$ cat config.mk
export PLATFORM = sky130hd
export DESIGN_NAME = rle_cmd_feeder_flat
export DESIGN_NICKNAME = d
export VERILOG_FILES = /design/src/rtl/rle_cmd_feeder_if.sv /design/src/rtl/rle_cmd_feeder.sv /design/src/flat_wrapper.sv
export SDC_FILE = /design/constraint.sdc
export NUM_CORES = 1
export LEC_CHECK = 0
export ABC_CLOCK_PERIOD_IN_PS = 5610
export BUFFER_PORTS_ARGS = -buffer_cell sky130_fd_sc_hd__buf_2
export CORE_MARGIN = 4
export CORE_UTILIZATION = 44
export CTS_CLUSTER_SIZE = 14
export DETAILED_ROUTE_END_ITERATION = 7
export GPL_ROUTABILITY_DRIVEN = 0
export GPL_TIMING_DRIVEN = 0
export PLACE_DENSITY = 0.59
export REMOVE_ABC_BUFFERS = 1
export SYNTH_ARGS = -nofsm -noshare
export SYNTH_HDL_FRONTEND = slang
export SYNTH_SLANG_ARGS = --single-unit
$ cat constraint.sdc
create_clock -name clk -period 5.61 [get_ports clk]
set_input_delay 0.2805 -clock clk [delete_from_list [all_inputs] [get_ports clk]]
set_output_delay 0.2805 -clock clk [all_outputs]
set_load 0.005 [all_outputs]
$ cat src/rtl/rle_cmd_feeder_if.sv
// ---------------------------------------------------------------------------
// rle_cmd_feeder_if
// Bundles the host byte stream and the repeater run handshake of the
// run-length command feeder.
//   in_data/in_valid/in_ready/in_sync : command bytes from the host interface
//   run_count/run_value/run_enable    : run issued to the repeater
//   run_done                          : repeater finished the current run
//   fifo_level/busy                   : status
// Modports: slave = the feeder itself, master = host + repeater side.
// ---------------------------------------------------------------------------
interface rle_cmd_feeder_if #(
    parameter int unsigned FIFO_DEPTH = 16,
    parameter int unsigned ADDR_W     = 4
);
    logic [7:0]      in_data;
    logic            in_valid;
    logic            in_ready;
    logic            in_sync;
    logic [9:0]      run_count;
    logic [5:0]      run_value;
    logic            run_enable;
    logic            run_done;
    logic [ADDR_W:0] fifo_level;
    logic            busy;

    modport slave (
        input  in_data, in_valid, in_sync, run_done,
        output in_ready, run_count, run_value, run_enable, fifo_level, busy
    );

    modport master (
        output in_data, in_valid, in_sync, run_done,
        input  in_ready, run_count, run_value, run_enable, fifo_level, busy
    );
endinterface

$ cat src/rtl/rle_cmd_feeder.sv
// ---------------------------------------------------------------------------
// rle_cmd_feeder
// Assembles 2-byte run commands {value, repeat_count} from the host byte
// stream, buffers them in a FIFO and issues them one at a time to the
// run-length repeater: a one-cycle run_enable pulse, then wait for run_done.
//   byte0 = {value[5:0], count[9:8]}, byte1 = count[7:0]
// Ports:
//   clk   : system clock, all state changes on posedge
//   rst_n : asynchronous reset, active low
//   bus   : rle_cmd_feeder_if.slave (host bytes, repeater handshake, status)
// Parameters: FIFO_DEPTH (power of two, >= 2), ADDR_W = log2(FIFO_DEPTH).
// Optional feature: define RLE_ZERO_SKIP_EN to drop count==0 commands at
// byte1 instead of buffering and issuing them.
// ---------------------------------------------------------------------------
module rle_cmd_feeder #(
    parameter int unsigned FIFO_DEPTH = 16,
    parameter int unsigned ADDR_W     = 4
) (
    input  logic             clk,
    input  logic             rst_n,
    rle_cmd_feeder_if.slave  bus
);
    localparam logic [ADDR_W:0] FULL_LEVEL = (ADDR_W + 1)'(FIFO_DEPTH);

    typedef enum logic [0:0] {StIdle, StWait} state_e;

    // FIFO storage: {count[9:0], value[5:0]}
    logic [15:0]       mem_q [FIFO_DEPTH];
    logic [ADDR_W-1:0] wr_ptr_q, rd_ptr_q;
    logic [ADDR_W:0]   level_q, level_d;

    // Byte assembler
    logic              have_byte0_q;
    logic [7:0]        byte0_q;

    // Issue FSM and registered outputs
    state_e            state_q;
    logic [9:0]        run_count_q;
    logic [5:0]        run_value_q;
    logic              run_enable_q;
    logic              busy_q;

    logic              full, empty, accept, wr_en, pop, cmd_keep;
    logic [9:0]        cmd_count;
    logic [5:0]        cmd_value;
    logic [15:0]       head;

    assign full      = (level_q == FULL_LEVEL);
    assign empty     = (level_q == '0);
    assign accept    = bus.in_valid && !full;
    assign cmd_count = {byte0_q[1:0], bus.in_data};
    assign cmd_value = byte0_q[7:2];
    assign head      = mem_q[rd_ptr_q];

`ifdef RLE_ZERO_SKIP_EN
    assign cmd_keep = (cmd_count != 10'd0);
`else
    assign cmd_keep = 1'b1;
`endif

    // A byte arriving with in_sync is always byte0, so it never completes a command.
    assign wr_en = accept && !bus.in_sync && have_byte0_q && cmd_keep;
    assign pop   = (state_q == StIdle) && !empty;

    always_comb begin
        level_d = level_q;
        if (wr_en && !pop) begin
            level_d = level_q + (ADDR_W + 1)'(1);
        end else if (!wr_en && pop) begin
            level_d = level_q - (ADDR_W + 1)'(1);
        end
    end

    always_ff @(posedge clk) begin
        if (wr_en) begin
            mem_q[wr_ptr_q] <= {cmd_count, cmd_value};
        end
    end

    always_ff @(posedge clk or negedge rst_n) begin
        if (!rst_n) begin
            wr_ptr_q <= '0;
            rd_ptr_q <= '0;
            level_q  <= '0;
        end else begin
            level_q <= level_d;
            if (wr_en) begin
                wr_ptr_q <= wr_ptr_q + ADDR_W'(1);
            end
            if (pop) begin
                rd_ptr_q <= rd_ptr_q + ADDR_W'(1);
            end
        end
    end

    // Assembler: a dropped zero-count command still consumes its byte1.
    always_ff @(posedge clk or negedge rst_n) begin
        if (!rst_n) begin
            have_byte0_q <= 1'b0;
            byte0_q      <= '0;
        end else if (bus.in_sync) begin
            have_byte0_q <= accept;
            if (accept) begin
                byte0_q <= bus.in_data;
            end
        end else if (accept) begin
            if (!have_byte0_q) begin
                byte0_q      <= bus.in_data;
                have_byte0_q <= 1'b1;
            end else begin
                have_byte0_q <= 1'b0;
            end
        end
    end

    always_ff @(posedge clk or negedge rst_n) begin
        if (!rst_n) begin
            state_q      <= StIdle;
            run_count_q  <= '0;
            run_value_q  <= '0;
            run_enable_q <= 1'b0;
            busy_q       <= 1'b0;
        end else begin
            run_enable_q <= 1'b0;
            unique case (state_q)
                StIdle: begin
                    if (!empty) begin
                        run_count_q  <= head[15:6];
                        run_value_q  <= head[5:0];
                        run_enable_q <= 1'b1;
                        busy_q       <= 1'b1;
                        state_q      <= StWait;
                    end
                end
                StWait: begin
                    if (bus.run_done) begin
                        busy_q  <= 1'b0;
                        state_q <= StIdle;
                    end
                end
                default: state_q <= StIdle;
            endcase
        end
    end

    assign bus.in_ready   = !full;
    assign bus.run_count  = run_count_q;
    assign bus.run_value  = run_value_q;
    assign bus.run_enable = run_enable_q;
    assign bus.fifo_level = level_q;
    assign bus.busy       = busy_q;
endmodule
$ cat src/flat_wrapper.sv
// flat-port wrapper written by rule: the top's interface ports become plain ports
module rle_cmd_feeder_flat 
#(
    parameter int unsigned FIFO_DEPTH = 16,
    parameter int unsigned ADDR_W     = 4
)
  (clk, rst_n, bus_in_data, bus_in_valid, bus_in_sync, bus_run_done, bus_in_ready, bus_run_count, bus_run_value, bus_run_enable, bus_fifo_level, bus_busy);
  rle_cmd_feeder_if #(.FIFO_DEPTH(FIFO_DEPTH), .ADDR_W(ADDR_W)) bus_i ();
  input  logic clk;
  input  logic rst_n;
  input wire logic [$bits(bus_i.in_data)-1:0] bus_in_data;
  input wire logic [$bits(bus_i.in_valid)-1:0] bus_in_valid;
  input wire logic [$bits(bus_i.in_sync)-1:0] bus_in_sync;
  input wire logic [$bits(bus_i.run_done)-1:0] bus_run_done;
  output wire logic [$bits(bus_i.in_ready)-1:0] bus_in_ready;
  output wire logic [$bits(bus_i.run_count)-1:0] bus_run_count;
  output wire logic [$bits(bus_i.run_value)-1:0] bus_run_value;
  output wire logic [$bits(bus_i.run_enable)-1:0] bus_run_enable;
  output wire logic [$bits(bus_i.fifo_level)-1:0] bus_fifo_level;
  output wire logic [$bits(bus_i.busy)-1:0] bus_busy;
  assign bus_i.in_data = bus_in_data;
  assign bus_i.in_valid = bus_in_valid;
  assign bus_i.in_sync = bus_in_sync;
  assign bus_i.run_done = bus_run_done;
  assign bus_in_ready = bus_i.in_ready;
  assign bus_run_count = bus_i.run_count;
  assign bus_run_value = bus_i.run_value;
  assign bus_run_enable = bus_i.run_enable;
  assign bus_fifo_level = bus_i.fifo_level;
  assign bus_busy = bus_i.busy;
  rle_cmd_feeder #(.FIFO_DEPTH(FIFO_DEPTH), .ADDR_W(ADDR_W)) u_core (.clk(clk), .rst_n(rst_n), .bus(bus_i));
endmodule
==> reports/metrics.yaml <==
fin_crit_ns: 2.968
ys_warn_count: 0
cts_buffers: 30
cp_common_cell: "ha_1"
finalClockSkew_ns: 0.01303
relSlewSlack_pct: 13.64
setup_tns_ns: 0
die_h_um: 170.4
critical_path_buf_inv_count: 1
first_global_vias: 5655
rsz0062_at_grt: "false"
clock.fmax_ghz: 0.3369
maxCapViolations: 0
path_max_fanout: 20
drive_gt1_share_pct: 28.41
path_class: "register to register"
dieArea_sq_mm: 0.02902
htreeDepth: 1
firstDrtPassIters: 5
status: "finished, violations left"
clkLatencyLatePin_ns: 0.53
crit_family: "simple AND/OR/NAND/NOR gates"
worst_slew_pin_slew_ns: 1.295
ys.flop_type: "edfxtp_1"
routed_wl_um: 23450
crit_path_max_incr_delay_ns: 0.43
fp-row-count: 59
ant_nets: 0
startpoint_type: "register"
antenna_found_initial: 0
failed_checks: "negative hold slack"
synth_top_area_share_pct: 66.28
diodes: 0
grt_pass1_wl_um: 35450
crit_chain: "nor4_2, nor2b_4, or2_4, ha_1, inv_1, ha_1, a21o_1, a21oi_1, mux2i_1, xnor2_1"
endpoint_kind: "register"
initial_core_util_pct: 44.64
vias_per_cell: 5.530
crit_arrival_ns: 3.42
cp_slowest_cell: "dfrtp_1"
synth_cell_types: 41
area_growth_pct: 13.92
yosysSeqAreaShare_pct: 75.12
power_density_mw_per_mm2: 496.1
nets: 624
peakVddDrop_uv: 260.8
synth_cells: 550
clockBufferDepth: 3
grt_start_max_net_pins: 42
post-dp-hpwl_um: 12960
leakage_nw: 4.487
core_sq_mm: 0.02598
io_buffers: 36
clkTransAtPathRegs_ns: 0.06
avgSynthCellArea_sq_um: 21.09
cts_setup_buffers: 0
hold_slack_ns: -0.009963
io_pins: 37
synth_edf_count: 256
wire_per_inst_um: 24.48
syn_area_sq_mm: 0.01160
yosysTopAreaCell: "edfxtp_1"
overflow: 0
synthTopCellsByArea: "edfxtp_1 (66%), mux4_2 (12%), dfrtp_1 (8.8%)"
synthArstFlopShare_pct: 13.80
holdCritPathClass: "primary input to asynchronous set/reset pin"
ys_ff_latch: 297
track_usage_pct: 16.37
cts_root_buffer: "clkbuf_16"
cts_tree: "built"
finalHoldViolCount: 6
cts_sinks: 297
via_count: 5298
drcViolationCount: 0
setup_viol: 0
report.final.slew_viol_count: 0
worstPathRequired_ns: 6.06
fin_crit_sh_pct: 52.91
first_iter_violations: 528
die_w_um: 170.4
-- timing repair --
| item | CTS | global route |
|---|---|---|
| endpoints found under the setup margin | 0 | 0 |
| gates resized for setup | 0 | 0 |
| hold buffers | 1 | 0 |
| hold endpoints to repair | 1 | 0 |
-- path summary, 6_finish.rpt --
path	start	to	slack, ns	depth (start not counted)
min reg2reg	u_core.bus.run_count[2]	u_core.bus.run_count[2]	0.49	2
max	u_core.bus.fifo_level[1]	u_core.bus.fifo_level[4]	2.64	10
min in group clk	bus_in_sync	u_core.have_byte0_q	0.06	3
min	rst_n	u_core.bus.fifo_level[2]	-0.01	1
max reg2reg	u_core.bus.fifo_level[1]	u_core.bus.fifo_level[4]	2.64	10
max in group asynchronous	rst_n	u_core.rd_ptr_q[0]	4.75	1
-- final cells by class --
class	instances	area, sq um
tap	335	419.2
clock inverter	9	122.6
multi-input combinational	215	2651
fill	2065	12770
clock buffer	46	922.1
sequential	297	8725
inverter	12	47.55
timing repair buffer	44	325.3
-- metal layers --
layer / vias up / track usage (%) / part of all wire (%)
li1: 2329 / - / -
met3: 23 / 2.485 / 5.6
met2: 122 / 28.65 / 53
met5: - / 0 / 0
met4: 0 / 3.021 / 1.2
met1: 2824 / 22.21 / 41
-- cells by family (layout without fill, tap and decap cells) --
family | count (synthesis) | in the layout | share of synthesized area, %
adder cells (fa/ha/maj) | 11 | 11 | 1.251
XOR/XNOR | 11 | 11 | 0.8306
buffers and inverters | 38 | 111 | 2.104
flip-flops | 297 | 297 | 75.12
AND/OR/NAND/NOR | 62 | 62 | 2.783
multiplexers | 105 | 105 | 16.08
AO/OA/AOI/OAI | 26 | 26 | 1.823
-- flip-flops by register name, summed over array words and instances (netlist names) --
name and cells:
u_core.bus.run_value 6, u_core.bus.run_count 10, u_core.bus.run_enable 1, u_core.rd_ptr_q 4, u_core.byte0_q 8, u_core.bus.fifo_level 5
u_core.mem_q 256, u_core.have_byte0_q 1, u_core.bus.busy 1, u_core.state_q 1, u_core.wr_ptr_q 4
-- cell usage after synthesis, drive strengths merged (2+ instances only) --
library cell  number
edfxtp           256
mux4              64
dfrtp             41
mux2i             33
nand2             28
buf               24
o221ai            15
and2              12
inv               12
ha                10
xnor2             10
mux2               8
nor2               8
o21ai              5
nor2b              3
a21oi              2
and3               2
clkbuf             2
nand4              2
-- per-stage QoR --
stage	instances	worst slack, ns	util [%]	area [sq um]	total power (W)
3_3_place_gp	895	1.250	46.19	12000	0.004581
2_1_floorplan	524	2.341	-	11400	0.004078
3_5_place_dp	902	2.658	46.79	12160	0.004589
4_1_cts	958	2.600	50.85	13210	0.006642
5_1_grt	958	2.476	50.85	13210	0.006878
6_report	958	2.642	50.85	13210	0.006555
-- worst register-to-register path, cell delays in order (launching register included) --
cell and delay (ns):
dfrtp_1 0.43, nor4_2 0.36, nor2b_4 0.24, or2_4 0.40
ha_1 0.28, inv_1 0.12, ha_1 0.31, a21o_1 0.17
a21oi_1 0.19, mux2i_1 0.26, xnor2_1 0.13
-- cells in the final DEF, fill, tap and decap left out, types with 4 or more instances in the layout --
master and instances:
nand2_1 27, edfxtp_1 256, and2_1 12, mux2_2 8, nor2_2 5, buf_2 36, clkinv_2 4, buf_8 4
mux4_2 63, clkbuf_8 9, xnor2_1 10, clkbuf_16 31, dfrtp_1 38, clkbuf_1 6, ha_1 10, inv_1 11
o21ai_0 5, o221ai_1 15, mux2i_1 33
-- power by group --
| group | internal, W | switching [W] | leakage (nW) |
|---|---|---|---|
| registers | 0.00270 | 0.000330 | 2.79 |
| logic | 0.000794 | 0.000678 | 1.18 |
| clock network | 0.00126 | 0.000786 | 0.518 |
| total | 0.00476 | 0.00180 | 4.49 |
Note: power is estimated with default switching activity, not from simulation.
